$ cat src/rtl/uart_axi_lite.sv
// rtl/uart_axi_lite.sv - AXI4-Lite slave UART, 8N1, with independent RX and TX FIFOs.
module uart_fifo #(
  parameter int W     = 8,
  parameter int DEPTH = 16,
  parameter int AW    = 4
) (
  input  logic         CLK,
  input  logic         RST_N,
  input  logic         flush,
  input  logic         push,
  input  logic         pop,
  input  logic [W-1:0] din,
  output logic [W-1:0] dout,
  output logic         empty,
  output logic         full
);
  logic [W-1:0] mem [DEPTH];
  logic [AW:0]  wptr;
  logic [AW:0]  rptr;

  // The extra pointer bit tells a full ring from an empty one.
  assign empty = (wptr == rptr);
  assign full  = (wptr[AW] != rptr[AW]) && (wptr[AW-1:0] == rptr[AW-1:0]);
  assign dout  = mem[rptr[AW-1:0]];

  always_ff @(posedge CLK) begin
    if (push && !full) mem[wptr[AW-1:0]] <= din;
  end

  always_ff @(posedge CLK) begin
    if (!RST_N || flush) begin
      wptr <= '0;
      rptr <= '0;
    end else begin
      if (push && !full) wptr <= wptr + 1'b1;
      if (pop && !empty) rptr <= rptr + 1'b1;
    end
  end
endmodule

module uart_axi_lite #(
  parameter int CLKS_PER_BIT = 868,
  parameter int FIFO_DEPTH   = 16,
  parameter int FIFO_AW      = 4
) (
  input  logic        CLK,
  input  logic        RST_N,
  input  logic [3:0]  ARADDR,
  input  logic        ARVALID,
  output logic        ARREADY,
  output logic [31:0] RDATA,
  output logic [1:0]  RRESP,
  output logic        RVALID,
  input  logic        RREADY,
  input  logic [3:0]  AWADDR,
  input  logic        AWVALID,
  output logic        AWREADY,
  input  logic [31:0] WDATA,
  input  logic [3:0]  WSTRB,
  input  logic        WVALID,
  output logic        WREADY,
  output logic [1:0]  BRESP,
  output logic        BVALID,
  input  logic        BREADY,
  input  logic        RXD,
  output logic        TXD
);
  localparam int            CW        = $clog2(CLKS_PER_BIT);
  localparam logic [CW-1:0] BIT_LAST  = CW'(CLKS_PER_BIT - 1);
  localparam logic [CW-1:0] HALF_LAST = CW'(CLKS_PER_BIT / 2 - 1);

  typedef enum logic {RD_IDLE, RD_DATA} rd_state_t;
  typedef enum logic [1:0] {T_IDLE, T_START, T_DATA, T_STOP} tx_state_t;
  typedef enum logic [1:0] {RX_IDLE, RX_START, RX_DATA, RX_STOP} rx_state_t;

  logic [7:0] tx_head, rx_head;
  logic       tx_empty, tx_full, rx_empty, rx_full;
  logic       tx_push, tx_pop, tx_flush;
  logic       rx_push, rx_pop, rx_flush;
  logic       overrun, frame_err, overrun_set, frame_set, stat_clr;
  logic [31:0] stat, rd_mux;

  assign RRESP = 2'b00;
  assign BRESP = 2'b00;

  logic unused_bits;
  assign unused_bits = ^{ARADDR[1:0], AWADDR[1:0], WDATA[31:8], WSTRB[3:1]};

  // ---------------- read channel ----------------
  rd_state_t rd_state, rd_state_n;

  always_ff @(posedge CLK) begin
    if (!RST_N) rd_state <= RD_IDLE;
    else        rd_state <= rd_state_n;
  end

  always_comb begin
    rd_state_n = rd_state;
    ARREADY    = 1'b0;
    case (rd_state)
      RD_IDLE: if (ARVALID) begin
        ARREADY    = 1'b1;
        rd_state_n = RD_DATA;
      end
      RD_DATA: if (RREADY) rd_state_n = RD_IDLE;
      default: rd_state_n = RD_IDLE;
    endcase
  end

  assign RVALID   = (rd_state == RD_DATA);
  assign rx_pop   = ARREADY && (ARADDR[3:2] == 2'd0);
  assign stat_clr = ARREADY && (ARADDR[3:2] == 2'd2);
  assign stat     = {25'd0, frame_err, overrun, 1'b0, tx_full, tx_empty, rx_full, !rx_empty};

  always_comb begin
    rd_mux = 32'd0;
    case (ARADDR[3:2])
      2'd0:    rd_mux = {24'd0, rx_empty ? 8'd0 : rx_head};
      2'd2:    rd_mux = stat;
      default: rd_mux = 32'd0;
    endcase
  end

  always_ff @(posedge CLK) begin
    if (!RST_N)       RDATA <= 32'd0;
    else if (ARREADY) RDATA <= rd_mux;
  end

  // ---------------- write channel ----------------
  logic       aw_held, w_held, wstrb0_q;
  logic [1:0] awaddr_q;
  logic [7:0] wdata_q;
  logic       have_aw, have_w, do_write, wr_en;
  logic [1:0] wr_sel;
  logic [7:0] wr_data;

  assign AWREADY = AWVALID && !aw_held && !BVALID;
  assign WREADY  = WVALID && !w_held && !BVALID;
  assign have_aw = aw_held || AWREADY;
  assign have_w  = w_held || WREADY;
  // A beat accepted this cycle is used directly, so AW+W together reach BVALID in one cycle.
  assign do_write = have_aw && have_w;
  assign wr_sel   = aw_held ? awaddr_q : AWADDR[3:2];
  assign wr_data  = w_held ? wdata_q : WDATA[7:0];
  assign wr_en    = do_write && (w_held ? wstrb0_q : WSTRB[0]);
  assign tx_push  = wr_en && (wr_sel == 2'd1);
  assign tx_flush = wr_en && (wr_sel == 2'd3) && wr_data[0];
  assign rx_flush = wr_en && (wr_sel == 2'd3) && wr_data[1];

  always_ff @(posedge CLK) begin
    if (!RST_N) begin
      aw_held  <= 1'b0;
      w_held   <= 1'b0;
      awaddr_q <= 2'd0;
      wdata_q  <= 8'd0;
      wstrb0_q <= 1'b0;
      BVALID   <= 1'b0;
    end else begin
      if (do_write) begin
        aw_held <= 1'b0;
        w_held  <= 1'b0;
        BVALID  <= 1'b1;
      end else begin
        if (AWREADY) begin
          aw_held  <= 1'b1;
          awaddr_q <= AWADDR[3:2];
        end
        if (WREADY) begin
          w_held   <= 1'b1;
          wdata_q  <= WDATA[7:0];
          wstrb0_q <= WSTRB[0];
        end
        if (BVALID && BREADY) BVALID <= 1'b0;
      end
    end
  end

  uart_fifo #(.W(8), .DEPTH(FIFO_DEPTH), .AW(FIFO_AW)) u_tx_fifo (
    .CLK(CLK), .RST_N(RST_N), .flush(tx_flush), .push(tx_push), .pop(tx_pop),
    .din(wr_data), .dout(tx_head), .empty(tx_empty), .full(tx_full)
  );

  // ---------------- TX shifter ----------------
  tx_state_t     tx_state, tx_state_n;
  logic [CW-1:0] tx_cnt, tx_cnt_n;
  logic [2:0]    tx_bit, tx_bit_n;
  logic [7:0]    tx_sh, tx_sh_n;
  logic          txd_n;

  always_ff @(posedge CLK) begin
    if (!RST_N) begin
      tx_state <= T_IDLE;
      tx_cnt   <= '0;
      tx_bit   <= 3'd0;
      tx_sh    <= 8'd0;
      TXD      <= 1'b1;
    end else begin
      tx_state <= tx_state_n;
      tx_cnt   <= tx_cnt_n;
      tx_bit   <= tx_bit_n;
      tx_sh    <= tx_sh_n;
      TXD      <= txd_n;
    end
  end

  always_comb begin
    tx_state_n = tx_state;
    tx_cnt_n   = tx_cnt;
    tx_bit_n   = tx_bit;
    tx_sh_n    = tx_sh;
    tx_pop     = 1'b0;
    case (tx_state)
      T_IDLE: if (!tx_empty) begin
        tx_pop     = 1'b1;
        tx_sh_n    = tx_head;
        tx_cnt_n   = '0;
        tx_state_n = T_START;
      end
      T_START: if (tx_cnt == BIT_LAST) begin
        tx_cnt_n   = '0;
        tx_bit_n   = 3'd0;
        tx_state_n = T_DATA;
      end else tx_cnt_n = tx_cnt + 1'b1;
      T_DATA: if (tx_cnt == BIT_LAST) begin
        tx_cnt_n = '0;
        tx_sh_n  = {1'b0, tx_sh[7:1]};
        if (tx_bit == 3'd7) tx_state_n = T_STOP;
        else                tx_bit_n   = tx_bit + 1'b1;
      end else tx_cnt_n = tx_cnt + 1'b1;
      T_STOP: if (tx_cnt == BIT_LAST) begin
        tx_cnt_n = '0;
        // Chain straight into the next start bit so queued frames leave no idle gap.
        if (!tx_empty) begin
          tx_pop     = 1'b1;
          tx_sh_n    = tx_head;
          tx_state_n = T_START;
        end else tx_state_n = T_IDLE;
      end else tx_cnt_n = tx_cnt + 1'b1;
      default: tx_state_n = T_IDLE;
    endcase
    case (tx_state_n)
      T_START: txd_n = 1'b0;
      T_DATA:  txd_n = tx_sh_n[0];
      default: txd_n = 1'b1;
    endcase
  end

  // ---------------- RX deserialiser ----------------
  logic          rx_s1, rx_s2, rx_prev;
  rx_state_t     rx_state, rx_state_n;
  logic [CW-1:0] rx_cnt, rx_cnt_n;
  logic [2:0]    rx_bit, rx_bit_n;
  logic [7:0]    rx_sh, rx_sh_n;

  always_ff @(posedge CLK) begin
    if (!RST_N) begin
      rx_s1    <= 1'b1;
      rx_s2    <= 1'b1;
      rx_prev  <= 1'b1;
      rx_state <= RX_IDLE;
      rx_cnt   <= '0;
      rx_bit   <= 3'd0;
      rx_sh    <= 8'd0;
    end else begin
      rx_s1    <= RXD;
      rx_s2    <= rx_s1;
      rx_prev  <= rx_s2;
      rx_state <= rx_state_n;
      rx_cnt   <= rx_cnt_n;
      rx_bit   <= rx_bit_n;
      rx_sh    <= rx_sh_n;
    end
  end

  always_comb begin
    rx_state_n  = rx_state;
    rx_cnt_n    = rx_cnt;
    rx_bit_n    = rx_bit;
    rx_sh_n     = rx_sh;
    rx_push     = 1'b0;
    overrun_set = 1'b0;
    frame_set   = 1'b0;
    case (rx_state)
      RX_IDLE: if (rx_prev && !rx_s2) begin
        rx_cnt_n   = '0;
        rx_state_n = RX_START;
      end
      RX_START: if (rx_cnt == HALF_LAST) begin
        rx_cnt_n   = '0;
        rx_bit_n   = 3'd0;
        rx_state_n = rx_s2 ? RX_IDLE : RX_DATA;
      end else rx_cnt_n = rx_cnt + 1'b1;
      RX_DATA: if (rx_cnt == BIT_LAST) begin
        rx_cnt_n = '0;
        rx_sh_n  = {rx_s2, rx_sh[7:1]};
        if (rx_bit == 3'd7) rx_state_n = RX_STOP;
        else                rx_bit_n   = rx_bit + 1'b1;
      end else rx_cnt_n = rx_cnt + 1'b1;
      RX_STOP: if (rx_cnt == BIT_LAST) begin
        rx_cnt_n   = '0;
        rx_state_n = RX_IDLE;
        if (!rx_s2)       frame_set   = 1'b1;
        else if (rx_full) overrun_set = 1'b1;
        else              rx_push     = 1'b1;
      end else rx_cnt_n = rx_cnt + 1'b1;
      default: rx_state_n = RX_IDLE;
    endcase
  end

  uart_fifo #(.W(8), .DEPTH(FIFO_DEPTH), .AW(FIFO_AW)) u_rx_fifo (
    .CLK(CLK), .RST_N(RST_N), .flush(rx_flush), .push(rx_push), .pop(rx_pop),
    .din(rx_sh), .dout(rx_head), .empty(rx_empty), .full(rx_full)
  );

  // Sticky error bits: a STAT read clears them unless a new error lands in the same cycle.
  always_ff @(posedge CLK) begin
    if (!RST_N) begin
      overrun   <= 1'b0;
      frame_err <= 1'b0;
    end else begin
      overrun   <= overrun_set || (overrun && !stat_clr);
      frame_err <= frame_set || (frame_err && !stat_clr);
    end
  end
endmodule

$ cat config.mk
export PLATFORM = sky130hd
export DESIGN_NAME = uart_axi_lite
export DESIGN_NICKNAME = d
export VERILOG_FILES = /design/src/rtl/uart_axi_lite.sv
export SDC_FILE = /design/constraint.sdc
export NUM_CORES = 1
export LEC_CHECK = 0
export BUFFER_PORTS_ARGS = -buffer_cell sky130_fd_sc_hd__buf_4
export CELL_PAD_IN_SITES_DETAIL_PLACEMENT = 1
export CELL_PAD_IN_SITES_GLOBAL_PLACEMENT = 1
export CORE_MARGIN = 4
export CORE_UTILIZATION = 33
export CTS_BUF_LIST = sky130_fd_sc_hd__clkbuf_8
export DETAILED_ROUTE_END_ITERATION = 16
export PLACE_DENSITY_LB_ADDON = 0.12
export RECOVER_POWER = 25
export SLEW_MARGIN = 0
export SYNTH_ARGS = -nofsm -noshare
export SYNTH_HDL_FRONTEND = slang
export SYNTH_SLANG_ARGS = --single-unit
export TNS_END_PERCENT = 30
$ cat constraint.sdc
create_clock -name CLK -period 7.95 [get_ports CLK]
set_input_delay 0.3975 -clock CLK [delete_from_list [all_inputs] [get_ports CLK]]
set_output_delay 0.3975 -clock CLK [all_outputs]
set_load 0.1 [all_outputs]
# After elaboration in Yosys (flattened, before gate mapping)
# Memory sizes are Yosys's and may differ from the RTL's. A register that Yosys moved wholly into a read port is not among the register bits.
# Index checks and enable logic that the tools add are counted.
[totals] in_bits=52 regBits=119 mem_bits_rw=256 word_cells=195 n_memories=2
[op_classes] muxes=67 addsub=8 n_eq_ne=33 bitwise=3 reduce_logical=55
[mem_list] memory="u_rx_fifo.mem" depth=16 word_bits=8 rd=1 rd_ports_with_merged_regs=1 write_ports=1 line_no="17" rtl="logic [W-1:0] mem [DEPTH];"
[mem_list] memory="u_tx_fifo.mem" depth=16 word_bits=8 rd=1 rd_ports_with_merged_regs=1 write_ports=1 line_no="17"
[ops] operator="$mux 10" n=5
[ops] operator="$mux 8" n=5
[ops] operator="$pmux 10 s3" n=1
[ops] operator="$mux 1" n=24
[ops] operator="$mux 2" n=12
[ops] operator="$pmux 8 s3" n=1
[ops] operator="$logic_and 1x1->1" n=22
[ops] operator="$ne 2x2->1 const B" n=11
[ops] operator="$add 10x1->10 const B" n=2
[ops] operator="$add 5x1->5 const B" n=4
[ops] operator="$eq 10x10->1 const B" n=2
[ops] operator="$pmux 10 s2" n=1
[ops] operator="$mux 3" n=6
[ops] operator="$mux 4" n=4
[ops] operator="$pmux 2 s4" n=2
[ops] operator="$pmux 8 s2" n=1
[ops] operator="$eq 2x2->1 const B" n=7
[ops] operator="$pmux 3 s2" n=2
[ops] operator="$eq 10x9->1 const B" n=1
[ops] operator="$eq 5x5->1" n=2
[ops] operator="$logic_not 1->1" n=10
[ops] operator="$eq 2x1->1 const B" n=4
[ops] operator="$eq 4x4->1" n=2
[ops] operator="$reduce_and 4->1" n=2
[ops] operator="14 further kinds" n=33

# Depth between registers and ports, before layout
[logic_depth] word_depth=10 depth_mapped=8 mapped_depth_nobuf=7

# By module
# From an unflattened synthesis, not the netlist that was laid out.
[unflattened] hier_cells=1026 hier_area_um2=15655.0
[modules_own_cells] module="uart_fifo at u_tx_fifo" instances=1 area_per_inst_um2=5839.4 cells_each=283
[modules_own_cells] module="uart_fifo at u_rx_fifo" instances=1 area_per_inst_um2=5820.6 cells_each=284
[modules_own_cells] module="uart_axi_lite" instances=1 area_per_inst_um2=3995.1 cells_each=459

# Worst setup path before layout
# OpenSTA, ideal clock, no wires.
[synth_path] path_type="register to register" startpoint="register BVALID" endpoint="memory u_tx_fifo.mem[1][0] (enable)" required_time_ps=7567 slack_ps=5041 period_less_slack_ps=2909 setup_time_ps=383 stages_incl_launch_ff=6 arrival_time_ps=2526 path_cell_list="dfxtp_1 -> nor2b_1 -> o22ai_1 -> a2111oi_2 -> nand2_1 -> nor3_1"
[synth_between] elab_chain_cells=9 elab_cells_between_ends=11 cone_classes="mux: 2; reduce/logical: 9"
[synth_rtl] item="start: declaration" line_no="63" rtl="output logic BVALID,"
[synth_rtl] item="start signal: assignment" line_no="157" rtl="BVALID <= 1'b0;"
[synth_rtl] item="start signal: assignment" line_no="162" rtl="BVALID <= 1'b1;"
[synth_rtl] item="start signal: assignment" line_no="173" rtl="if (BVALID && BREADY) BVALID <= 1'b0;"
[synth_rtl] item="$logic_not 1->1 (*)" line_no="137, 138"
[synth_rtl] item="$logic_and 1x1->1 (on tied branches)" line_no="137, 138"
[synth_rtl] item="$logic_or 1x1->1 (on tied branches)" line_no="139, 140"
[synth_rtl] item="$logic_and 1x1->1 (*)" line_no="142" rtl="assign do_write = have_aw && have_w;"
[synth_rtl] item="$logic_and 1x1->1 (*)" line_no="145" rtl="assign wr_en = do_write && (w_held ? wstrb0_q : WSTRB[0]);"
[synth_rtl] item="$logic_and 1x1->1 (*)" line_no="146" rtl="assign tx_push = wr_en && (wr_sel == 2'd1);"
[synth_rtl] item="$logic_and 1x1->1 (*)" line_no="27" rtl="if (push && !full) mem[wptr[AW-1:0]] <= din;"
[synth_rtl] item="$mux 1 (*)" line_no="27"
[synth_rtl] item="$mux 1 (implied by the code) (*)" line_no="27"
[synth_rtl] item="end: declaration" line_no="17"
# Mark *: on every way between the ends. The rest lies on a longest branch, timed or not.

# Final worst setup path
[layout_path] startpoint="register w_held" endpoint="memory u_tx_fifo.mem[9][2] (enable)"
[layout_between] elab_chain_cells=10 elab_cells_between_ends=11 cone_classes="mux: 3; reduce/logical: 8"
[layout_rtl] item="start: declaration" line_no="130" rtl="logic aw_held, w_held, wstrb0_q;"
[layout_rtl] item="start signal: assignment" line_no="153" rtl="w_held <= 1'b0;"
[layout_rtl] item="start signal: assignment" line_no="161" rtl="w_held <= 1'b0;"
[layout_rtl] item="start signal: assignment" line_no="169" rtl="w_held <= 1'b1;"
[layout_rtl] item="$logic_not 1->1" line_no="138" rtl="assign WREADY = WVALID && !w_held && !BVALID;"
[layout_rtl] item="$logic_and 1x1->1 (2 in a row)" line_no="138"
[layout_rtl] item="$logic_or 1x1->1" line_no="140" rtl="assign have_w = w_held || WREADY;"
[layout_rtl] item="$logic_and 1x1->1" line_no="142"
[layout_rtl] item="$logic_and 1x1->1 (*)" line_no="145"
[layout_rtl] item="$logic_and 1x1->1 (*)" line_no="146"
[layout_rtl] item="$logic_and 1x1->1 (*)" line_no="27"
[layout_rtl] item="$mux 1 (*)" line_no="27"
[layout_rtl] item="$mux 1 (implied by the code) (*)" line_no="27"
# Marks and branches as above.

==> results.ini <==
[min_path]
hold_class=in2reg

[setup_path]
crit_fanout=15
worst_ep_required_time_ns=8.17
worstSetupPathType=reg2reg
regToRegSetupSlack_ns=4.03
crit_family=buffers and inverters
crit_chain=clkbuf_1, o22ai_1, clkbuf_1, a2111oi_2, nand2_1, nor2_1
cp-end-kind=flop
setup.worst_path.start_class=flop
cp_slowest_stage_delay_ns=0.89
cpMaxStageDelayCell=clkbuf_1
worst_ep_arrival_time_ns=4.14
cpMostUsedCell=clkbuf_1
critPathBufInv=2

[power_and_ir_drop]
p_sw_share_pct=25.99
leakage_uw=0.005706
p_clk_share_pct=41.4
p_comb_share_pct=9.1
switchingPower_uw=1080
power_frac_seq_pct=49.5
p_int_uw=3074
powerDensity_mw_per_mm2=239.2
ir_drop_uv=123.7

[status]
status=finished, violations left
violations=capacitance limit, slew limit

[synthesis]
synthCells=1037
ys_seq_area_share_pct=64.41
yosys_warnings=0
ys.flop_type=edfxtp_1
avgSynthCellArea_um2=14.60
async_flop_share_pct=0
synth_edf_count=256
synthesis.area_mm2=0.01514
synth_cell_types=75
ys_ff_latch=359

[final_layout]
final_cell_area_mm2=0.01736
nFillCells=4715
nets=1192
drive_gt1_share_pct=20.60
area_growth_pct=14.71
antenna_cells=0
utilization_pct=38.26

[timing]
hold_viol_final=0
final.setup.worst_slack_ns=4.030
min_period_ns=3.920
slew_headroom_pct=-74.58
worstMarginPinSlew_ns=2.619
finalClockSkew_ns=0.01742
slew_viol_final=44
fin_tns_setup_ns=0
timing.final.crit_share_pct=49.31
rsz0062_at_grt=false
timing.fmax_mhz=255.1
setup_viol=0

[clocking]
cts.sinks=359
cts_buffer_depth=3
cts_buffers=66
path_clk_slew_ns=0.06
htreeDepth=3
clock_latency_ns=0.60
cts_setup_buffers=0
cts_tree=done
cts-root-buf=clkbuf_8

[floorplan]
die_w_um=222.2
rows=78
start_util_pct=33.36
die-area_mm2=0.04936
core_area_mm2=0.04538
die_y_um=222.2
num_io_pins=94

[placed_design]
gp_congestion=0.7621
placed_area_mm2=0.01604
place_ws_ns=4.600
dp_hpwl_um=24300
portBuffers=34

[global_route]
grt_pass1_vias=9235
gr-total-overflow=0
antenna_found_initial=0
grt.total_usage_pct=15.40
grt_pass1_wl_um=58060
grt_max_degree=44

[detailed_routing]
vias=8927
routedWlPerCell_um=21.65
drt_pre_antenna_iters=4
vias_per_cell=5.044
drc_errors=0
drt_iter0_markers=481
antenna_left=0
routed_wl_um=38320

[job]
max_cap_viol_count=1

## what timing repair did
| action | in CTS | in global routing |
|---|---|---|
| hold endpoints to repair | 6 | 0 |
| resized for setup | 0 | 0 |
| hold buffers | 6 | 0 |
## power by group through the flow
stage | clock network (uW) | logic (uW) | registers [uW]
after floorplan | 0 | 275 | 2100
after CTS | 1790 | 389 | 2050
after detailed placement | 0 | 385 | 2090
after global placement | 0 | 381 | 2090
final | 1720 | 380 | 2050
after global routing | 1880 | 412 | 2060
## worst reg2reg max path, delay by kind of cell (launching register included)
family	cells	cell delay, ns
buf+inv	2	1.20
simple gates	2	1.06
compound gates	2	0.98
flops	1	0.30
## synth_stat cells (6+ instances only)
cell | n | area share [%]
buf_4 | 30 | 1.5
o211ai_1 | 17 | 0.84
and2_1 | 6 | 0.25
edfxtp_1 | 256 | 51
o21ai_0 | 24 | 0.79
nor2_1 | 88 | 2.2
nand4_1 | 11 | 0.45
clkbuf_1 | 35 | 0.87
dfxtp_1 | 103 | 14
nor2b_1 | 6 | 0.25
nand2b_1 | 14 | 0.58
buf_2 | 9 | 0.30
ha_1 | 23 | 1.9
mux2_2 | 15 | 1.1
inv_1 | 19 | 0.47
and3_1 | 7 | 0.29
a22o_1 | 12 | 0.69
mux4_2 | 67 | 10
nand3b_1 | 7 | 0.35
a32o_1 | 6 | 0.40
nor3_1 | 15 | 0.50
nand3_1 | 18 | 0.60
or3_1 | 12 | 0.50
nand2_1 | 51 | 1.3
xnor2_1 | 10 | 0.58
a21oi_1 | 50 | 1.7
mux2i_1 | 29 | 1.9
xor2_1 | 9 | 0.52
## flip-flops by register name, summed over array words and instances, names as in the netlist, 3 cells and up, named ones only
signal,cells
tx_bit,3
RDATA,8
u_tx_fifo.mem,128
wdata_q,8
u_tx_fifo.rptr,5
u_rx_fifo.rptr,5
tx_cnt,10
u_tx_fifo.wptr,5
u_rx_fifo.wptr,5
rx_bit,3
u_rx_fifo.mem,128
tx_sh,8
rx_sh,8
rx_cnt,10
## stage by stage
stage / hold slack, ns / cells / total power, uW
after floorplan: 0.3863 / 1064 / 2375
after global placement: 0.4142 / 1643 / 2473
after detailed placement: 0.3974 / 1643 / 2479
after CTS: 0.007726 / 1770 / 4237
after global routing: 0.02781 / 1770 / 4347
final: 0.06218 / 1770 / 4154
## cell families after synthesis
group / synth area share, %
flip-flops: 64.41
AND/OR/NAND/NOR: 8.497
AO/OA/AOI/OAI: 7.844
multiplexers: 13.00
buffers and inverters: 3.224
adder cells (fa/ha/maj): 1.901
XOR/XNOR: 1.099
other: 0.02477
## final timing paths
| kind | startpoint | endpoint | cells after the start |
|---|---|---|---|
| max | w_held | u_tx_fifo.mem[9][2] | 6 |
| max reg2reg | w_held | u_tx_fifo.mem[9][2] | 6 |
| min | WDATA[2] | wdata_q[2] | 3 |
| min reg2reg | rx_s1 | rx_s2 | 1 |
## per-layer routing
layer  track usage [%]  up-vias  part of all wire [%]
met5                 0        -                     0
met4             4.282        0                   1.8
met3             3.607       56                   4.4
met2             23.87      161                    46
met1             21.86     4565                    47
li1                  -     4145                     -
## layout make-up
| cell class | instances | area [um2] | share of cell area (%) |
|---|---|---|---|
| Sequential cell | 359 | 9752 | 56.16 |
| Timing Repair Buffer | 61 | 461.7 | 2.659 |
| Clock buffer | 71 | 977.2 | 5.628 |
| Clock inverter | 50 | 302.8 | 1.744 |
| Multi-Input combinational cell | 608 | 5041 | 29.03 |
| Inverter | 21 | 78.83 | 0.4540 |
| Tap cell | 600 | 750.7 | 4.323 |
## cells in the final DEF (no fill, tap or decap), types with 6 or more instances in the layout
master	n
and2_1	6
clkinv_2	8
ha_1	23
nand3b_1	7
mux2_2	11
a32o_1	6
clkinv_1	16
clkbuf_8	71
a22o_1	12
dlygate4sd3_1	6
buf_4	51
dfxtp_1	101
o21ai_0	24
conb_1	28
xor2_1	9
nand2_1	51
nand4_1	11
or3_1	12
nor2_1	88
a21oi_1	50
edfxtp_1	256
nand3_1	18
and3_1	7
nor3_1	11
nand2b_1	14
nor2b_1	6
xnor2_1	10
mux4_2	67
o211ai_1	17
mux2i_1	29
inv_1	37
Note: power is estimated with default switching activity, not from simulation.
